<file path="src/rtl/mem_chk_pkg.sv">
// mem_chk_pkg: shared types for the data-memory write checker.
//   FAIL_* : fail_code encodings reported by mem_write_checker
//   chk_state_e : checker FSM states
//   mem_entry_t : one expected write {addr, data} at the default bus widths
//   idx_w() : table index width, never narrower than one bit
package mem_chk_pkg;

  localparam int MEM_ADDR_W = 32;
  localparam int MEM_DATA_W = 32;

  localparam logic [1:0] FAIL_NONE    = 2'd0;
  localparam logic [1:0] FAIL_ADDR    = 2'd1;
  localparam logic [1:0] FAIL_DATA    = 2'd2;
  localparam logic [1:0] FAIL_TIMEOUT = 2'd3;

  typedef enum logic [1:0] {IDLE, RUN, DONE} chk_state_e;

  typedef struct packed {
    logic [MEM_ADDR_W-1:0] addr;
    logic [MEM_DATA_W-1:0] data;
  } mem_entry_t;

  function automatic int idx_w(input int n);
    return (n > 1) ? $clog2(n) : 1;
  endfunction

endpackage

</file>
<file path="src/rtl/mem_chk_expect_table.sv">
// mem_chk_expect_table: NUM_EXPECT-entry register file of expected writes.
//   clk, reset (async, active low: clears every entry)
//   we/widx/waddr/wdata : write port; widx >= NUM_EXPECT is dropped
//   ridx -> rdata (and raddr in in-order mode) : indexed read port
//   cmp_addr -> addr_eq : per-entry address compare (MEM_CHK_ANY_ORDER_EN only)
module mem_chk_expect_table
  import mem_chk_pkg::*;
#(
  parameter int ADDR_W     = MEM_ADDR_W,
  parameter int DATA_W     = MEM_DATA_W,
  parameter int NUM_EXPECT = 4,
  parameter int IW         = idx_w(NUM_EXPECT)
) (
  input  logic                  clk,
  input  logic                  reset,
  input  logic                  we,
  input  logic [IW-1:0]         widx,
  input  logic [ADDR_W-1:0]     waddr,
  input  logic [DATA_W-1:0]     wdata,
  input  logic [IW-1:0]         ridx,
`ifdef MEM_CHK_ANY_ORDER_EN
  input  logic [ADDR_W-1:0]     cmp_addr,
  output logic [NUM_EXPECT-1:0] addr_eq,
`else
  output logic [ADDR_W-1:0]     raddr,
`endif
  output logic [DATA_W-1:0]     rdata
);

  logic [NUM_EXPECT-1:0][ADDR_W-1:0] ent_addr;
  logic [NUM_EXPECT-1:0][DATA_W-1:0] ent_data;

  always_ff @(posedge clk or negedge reset) begin
    if (!reset) begin
      ent_addr <= '0;
      ent_data <= '0;
    end else if (we) begin
      // Out-of-range indices match no entry and are dropped.
      for (int i = 0; i < NUM_EXPECT; i++)
        if (widx == IW'(i)) begin
          ent_addr[i] <= waddr;
          ent_data[i] <= wdata;
        end
    end
  end

  // Guard only matters when NUM_EXPECT is not a power of two.
  assign rdata = (32'(ridx) < NUM_EXPECT) ? ent_data[ridx] : '0;

`ifdef MEM_CHK_ANY_ORDER_EN
  for (genvar i = 0; i < NUM_EXPECT; i++) begin : g_cmp
    assign addr_eq[i] = (ent_addr[i] == cmp_addr);
  end
`else
  assign raddr = (32'(ridx) < NUM_EXPECT) ? ent_addr[ridx] : '0;
`endif

endmodule

</file>
<file path="config.mk">
export PLATFORM = sky130hd
export DESIGN_NAME = mem_chk_expect_table
export DESIGN_NICKNAME = d
export VERILOG_FILES = /design/src/rtl/mem_chk_pkg.sv /design/src/rtl/mem_chk_expect_table.sv
export SDC_FILE = /design/constraint.sdc
export NUM_CORES = 1
export LEC_CHECK = 0
export BUFFER_PORTS_ARGS = -buffer_cell sky130_fd_sc_hd__buf_2
export CAP_MARGIN = 20
export CORE_ASPECT_RATIO = 0.6
export CORE_MARGIN = 3
export CORE_UTILIZATION = 39
export CTS_CLUSTER_DIAMETER = 50
export CTS_CLUSTER_SIZE = 25
export DETAILED_ROUTE_END_ITERATION = 7
export HOLD_SLACK_MARGIN = 0.1
export SYNTH_ARGS = -nofsm -noshare
export SYNTH_HDL_FRONTEND = slang
export SYNTH_SLANG_ARGS = --single-unit
</file>
<file path="constraint.sdc">
create_clock -name clk -period 1.7 [get_ports clk]
set_clock_uncertainty 0.1 [all_clocks]
set_input_delay 0.085 -clock clk [delete_from_list [all_inputs] [get_ports clk]]
set_output_delay 0.085 -clock clk [all_outputs]
set_load 0.03 [all_outputs]
</file>
**After elaboration in Yosys (flattened, before gate mapping)**

Index checks and enable logic that the tools add are counted.

- Add/subtract/negate cells: 0
- Multipliers: 0
- Div/mod/pow operators: 0
- Magnitude comparators: 1
- Eq/ne operators: 3
- Shift-type cells: 0
- Mux-type cells: 4
- Bitwise logic cells: 0
- Reduce and logical (&&, ||, !) cells: 5

Operators with widths:

| kind | count |
|---|---|
| $bmux 32 s2 | 2 |
| $mux 32 | 2 |
| $reduce_and 2->1 | 4 |
| $eq 2x2->1 const B | 2 |
| $lt 2x3->1 const B | 1 |
| $eq 2x1->1 const B | 1 |
| $logic_not 2->1 | 1 |

- Register bits: 256
- Bits in latches: 0
- RAM bits: 0
- Bits in read-only memories: 0
- Input port bits: 71
- Word-level logic and storage cells: 21
- Memories kept: 0

**Depth between registers and ports, before layout**

- Depth in word-level cells: 2
- Depth in mapped cells: 4
- Depth with buffers taken out: 2

**Least setup slack after synthesis**

OpenSTA, ideal clock, no wires.

- Kind: input to output
- From: in ridx[0]
- To: out raddr[0]
- Arrival time: 1089 ps
- Data required time: 1515 ps
- Path slack: 426 ps
- Stages: 3
- Path through: buf_4 > buf_4 > mux4_2

- Longest elaborated chain between the ends: 2

Ends and longest elaborated chain:

| item | line | RTL |
|---|---|---|
| start, declared | mem_chk_expect_table.sv:20 | `input logic [IW-1:0] ridx,` |
| $bmux 32 s2 | mem_chk_expect_table.sv:55 | `assign raddr = (32'(ridx) < NUM_EXPECT) ? ent_addr[ridx] : '0;` |
| $mux 32 (not written as such) | mem_chk_expect_table.sv:55 |  |
| end, declared | mem_chk_expect_table.sv:25 | `output logic [ADDR_W-1:0] raddr,` |

No other way between the ends. The select of a mux whose other input is x is not followed.

**Worst setup path after layout**

- From: reg ent_addr[123] (netlist name)
- To: out raddr[27]

- Longest elaborated chain between the ends: 2

Ends and longest elaborated chain:

| item | line | RTL |
|---|---|---|
| start, declared | mem_chk_expect_table.sv:30 | `logic [NUM_EXPECT-1:0][ADDR_W-1:0] ent_addr;` |
| start signal, assigned by index | mem_chk_expect_table.sv:41 | `ent_addr[i] <= waddr;` |
| $bmux 32 s2 | mem_chk_expect_table.sv:55 |  |
| $mux 32 (not written as such) | mem_chk_expect_table.sv:55 |  |

No other way between the ends. The select of a mux whose other input is x is not followed.

==> qor.txt <==
Synth Net Count -> 692
main area contributors after synthesis -> dfrtp_1 57%, mux2_2 14%, mux4_2 13%
Critical Path Max Stage Delay -> 0.53 ns
setup TNS -> -2.57 ns
Avg WL per Cell -> 20.5 um
Final Hold Vio Count -> 0
Netlist cell types -> 12
via count -> 6334
R2R cell count -> 3
I/O pin cnt -> 135
HPWL after detailed placement -> 15900 um
placed inst area -> 0.0125 mm^2
CTS root buffer -> clkbuf_16
pins over their slew limit -> 0
final setup violation count -> 64
RSZ-0062 raised after global routing -> true
drt drc -> 0
cts bufs inserted -> 22
most frequent cell after synthesis -> dfrtp_1
critical-path cell list -> mux4_2 > buf_6
Clock H-tree levels -> 1
register area share after synthesis -> 56.7%
Placer Congestion -> 0.711
global-route wire length before repair -> 40900 um
Synth warnings -> 0
fill count -> 2257
worst-path maximum fanout -> 2
Die Ht -> 138 um
Leak Pwr -> 6.45 nW
wirelength, routed -> 25500 um
Design Area, Final -> 0.0146 mm^2
Layout Area Growth over Synthesis -> 29.1%
initial antenna violation count -> 1
Commonest cells post-synth -> 256 x dfrtp_1, 140 x mux2_2, 66 x mux2_1, 64 x mux4_2, 50 x mux2_4
post-DR vias/cell -> 5.11
beginning of the worst hold path -> widx[1]
CP endpoint -> raddr[27]
critical path class -> register to output port
register area -> 0.00641 mm^2
clock transition at the registers of the reported paths -> 0.08 ns
cell count after synthesis -> 621
origin of the critical flop-to-flop path -> ent_data[23]
CTS Buffer Depth -> 3
maxcap violations -> 0
largest area contributor in the netlist -> dfrtp_1
clock tree from TritonCTS -> done
Main synth FF type -> dfrtp_1
max_slew headroom -> 73.0%
WP buf/inv -> 1
Multi-input gate area -> 0.00456 mm^2
FP Rows -> 47
Top Family by Delay on Critical Path -> multiplexers
failing checks -> negative setup slack
Die W -> 226 um
Detail Route Antenna Nets -> 0
pwr dens -> 1220 mW/mm^2
max frequency -> 557 MHz
Synth Cell Area -> 0.0113 mm^2
asr flop ratio synth -> 100%
nets@finish -> 927
EDFF count, synth -> 0
#FFs+latches synth -> 256
status -> finished with violations
VDD IR max -> 926 uV
Worst Hold Slack -> 0.127 ns
worst path arrival time -> 1.61 ns
Skew-Pair Late Insertion Delay -> 0.53 ns
GRT Util Overall -> 16.9%
Startpoint Class -> register
largest net degree at the start of global routing -> 48
clk sink count -> 256
IO Port Bufs -> 134
CP required -> 1.51 ns
RR Endpoint -> ent_data[23]
Die ar. -> 0.0311 mm^2
initial core utilization -> 40.3%
fin worst setup slack -> -0.0967 ns
total grt overflow -> 0
Tmin final -> 1.80 ns
mean area per synthesized cell -> 18.2 um^2
final period utilization -> 106%
Critical-path top delay cell -> mux4_2
hold crit path type -> input port to register
element type at the critical path end -> output port
worst slew pin tran -> 0.405 ns
drt pass-1 iters -> 4
vias in the first global route -> 7246
share of the synthesized area in the top cell type -> 56.7%
Crit. path cell count -> 2
Critical path origin -> ent_addr[123]
r2r setup slk -> 0.13 ns
core region area -> 0.0281 mm^2
layout cells sized above 1 -> 54.9%
DRT iter0 DRCs -> 209
## placed cells by master (no fill, tap or decap)
master	synthesis	final
nand3b_1	2	2
buf_12	0	17
clkbuf_8	0	1
clkinv_8	0	4
diode_2	0	1
inv_6	0	2
buf_2	12	67
buf_4	10	34
inv_8	0	2
mux2_4	50	50
mux2_1	66	66
buf_6	18	64
dlygate4sd3_1	0	69
nor3b_4	0	1
mux2_2	140	140
buf_8	0	1
inv_16	0	2
inv_12	0	3
nand3_4	0	1
mux4_2	64	64
clkinvlp_4	0	2
dfrtp_1	256	256
clkbuf_16	0	23
## worst reg2reg max path: cells and delay by family (launching register included)
kind	cells	cell delay (ns)
flip-flops	1	0.38
multiplexers	1	0.29
buffers and inverters	2	0.69
## registers in the layout, indices dropped and copies added (netlist names)
| name | count |
|---|---|
| ent_data | 128 |
| ent_addr | 128 |
## per-layer routing
layer / routed length [um] / up-vias / track usage [%] / part of all wire (%)
met4: 312 / 0 / 2.47 / 1.2
li1: - / 2810 / - / -
met2: 12900 / 105 / 30.2 / 51
met5: 0 / - / 0 / 0
met1: 11300 / 3392 / 21.9 / 45
met3: 927 / 27 / 3.39 / 3.6
## power breakdown
part / switching (W) / internal [W] / total, W / leakage, nW
Combinational: 0.00197 / 0.00257 / 0.00455 / 3.04
Sequential: 0.000562 / 0.00724 / 0.00780 / 3.03
Clock: 0.00271 / 0.00275 / 0.00545 / 0.381
Total: 0.00524 / 0.0126 / 0.0178 / 6.45
## through the flow
stage | instances | setup WS [ns] | power [W] | util, %
after floorplan | 621 | 0.426 | 0.0104 | -
final | 1239 | -0.0967 | 0.0178 | 52.0
after CTS | 1221 | -0.126 | 0.0180 | 51.5
after global routing | 1239 | -0.164 | 0.0187 | 52.0
after global placement | 1102 | 0.248 | 0.0114 | 44.5
after detailed placement | 1102 | 0.216 | 0.0117 | 44.5
## what timing repair did
action                                  in CTS  in global routing
gates resized for setup                    128                  0
hold endpoints to repair                   512                  0
setup buffers                               11                 17
endpoints found under the setup margin      64                 64
hold buffers                                69                  0
cloned                                       0                  0
## worst min path at each step
stage / slack [ns] / cells past startpoint / endpoint
after floorplan: -0.31 / 0 / ent_addr[0]
after global placement: -0.08 / 1 / ent_data[21]
after detailed placement: -0.07 / 1 / ent_data[53]
after CTS: 0.10 / 4 / ent_addr[4]
after global routing: 0.12 / 4 / ent_addr[4]
final: 0.13 / 4 / ent_addr[3]
## area by class of cell
class / count / share of cell area, %
Antenna cell: 1 / 0.0172
Clock buffer: 24 / 4.04
Clock inverter: 15 / 1.43
Multi-Input combinational cell: 324 / 31.3
Sequential cell: 256 / 43.9
Tap cell: 367 / 3.15
Timing Repair Buffer: 252 / 16.2
## cell families after synthesis
family                 Yosys count  synth area share, %
flip-flops                     256                 56.7
AND/OR/NAND/NOR                  4                0.332
multiplexers                   320                 39.9
buffers and inverters           41                 3.02
(Power assumes the default switching activity.)
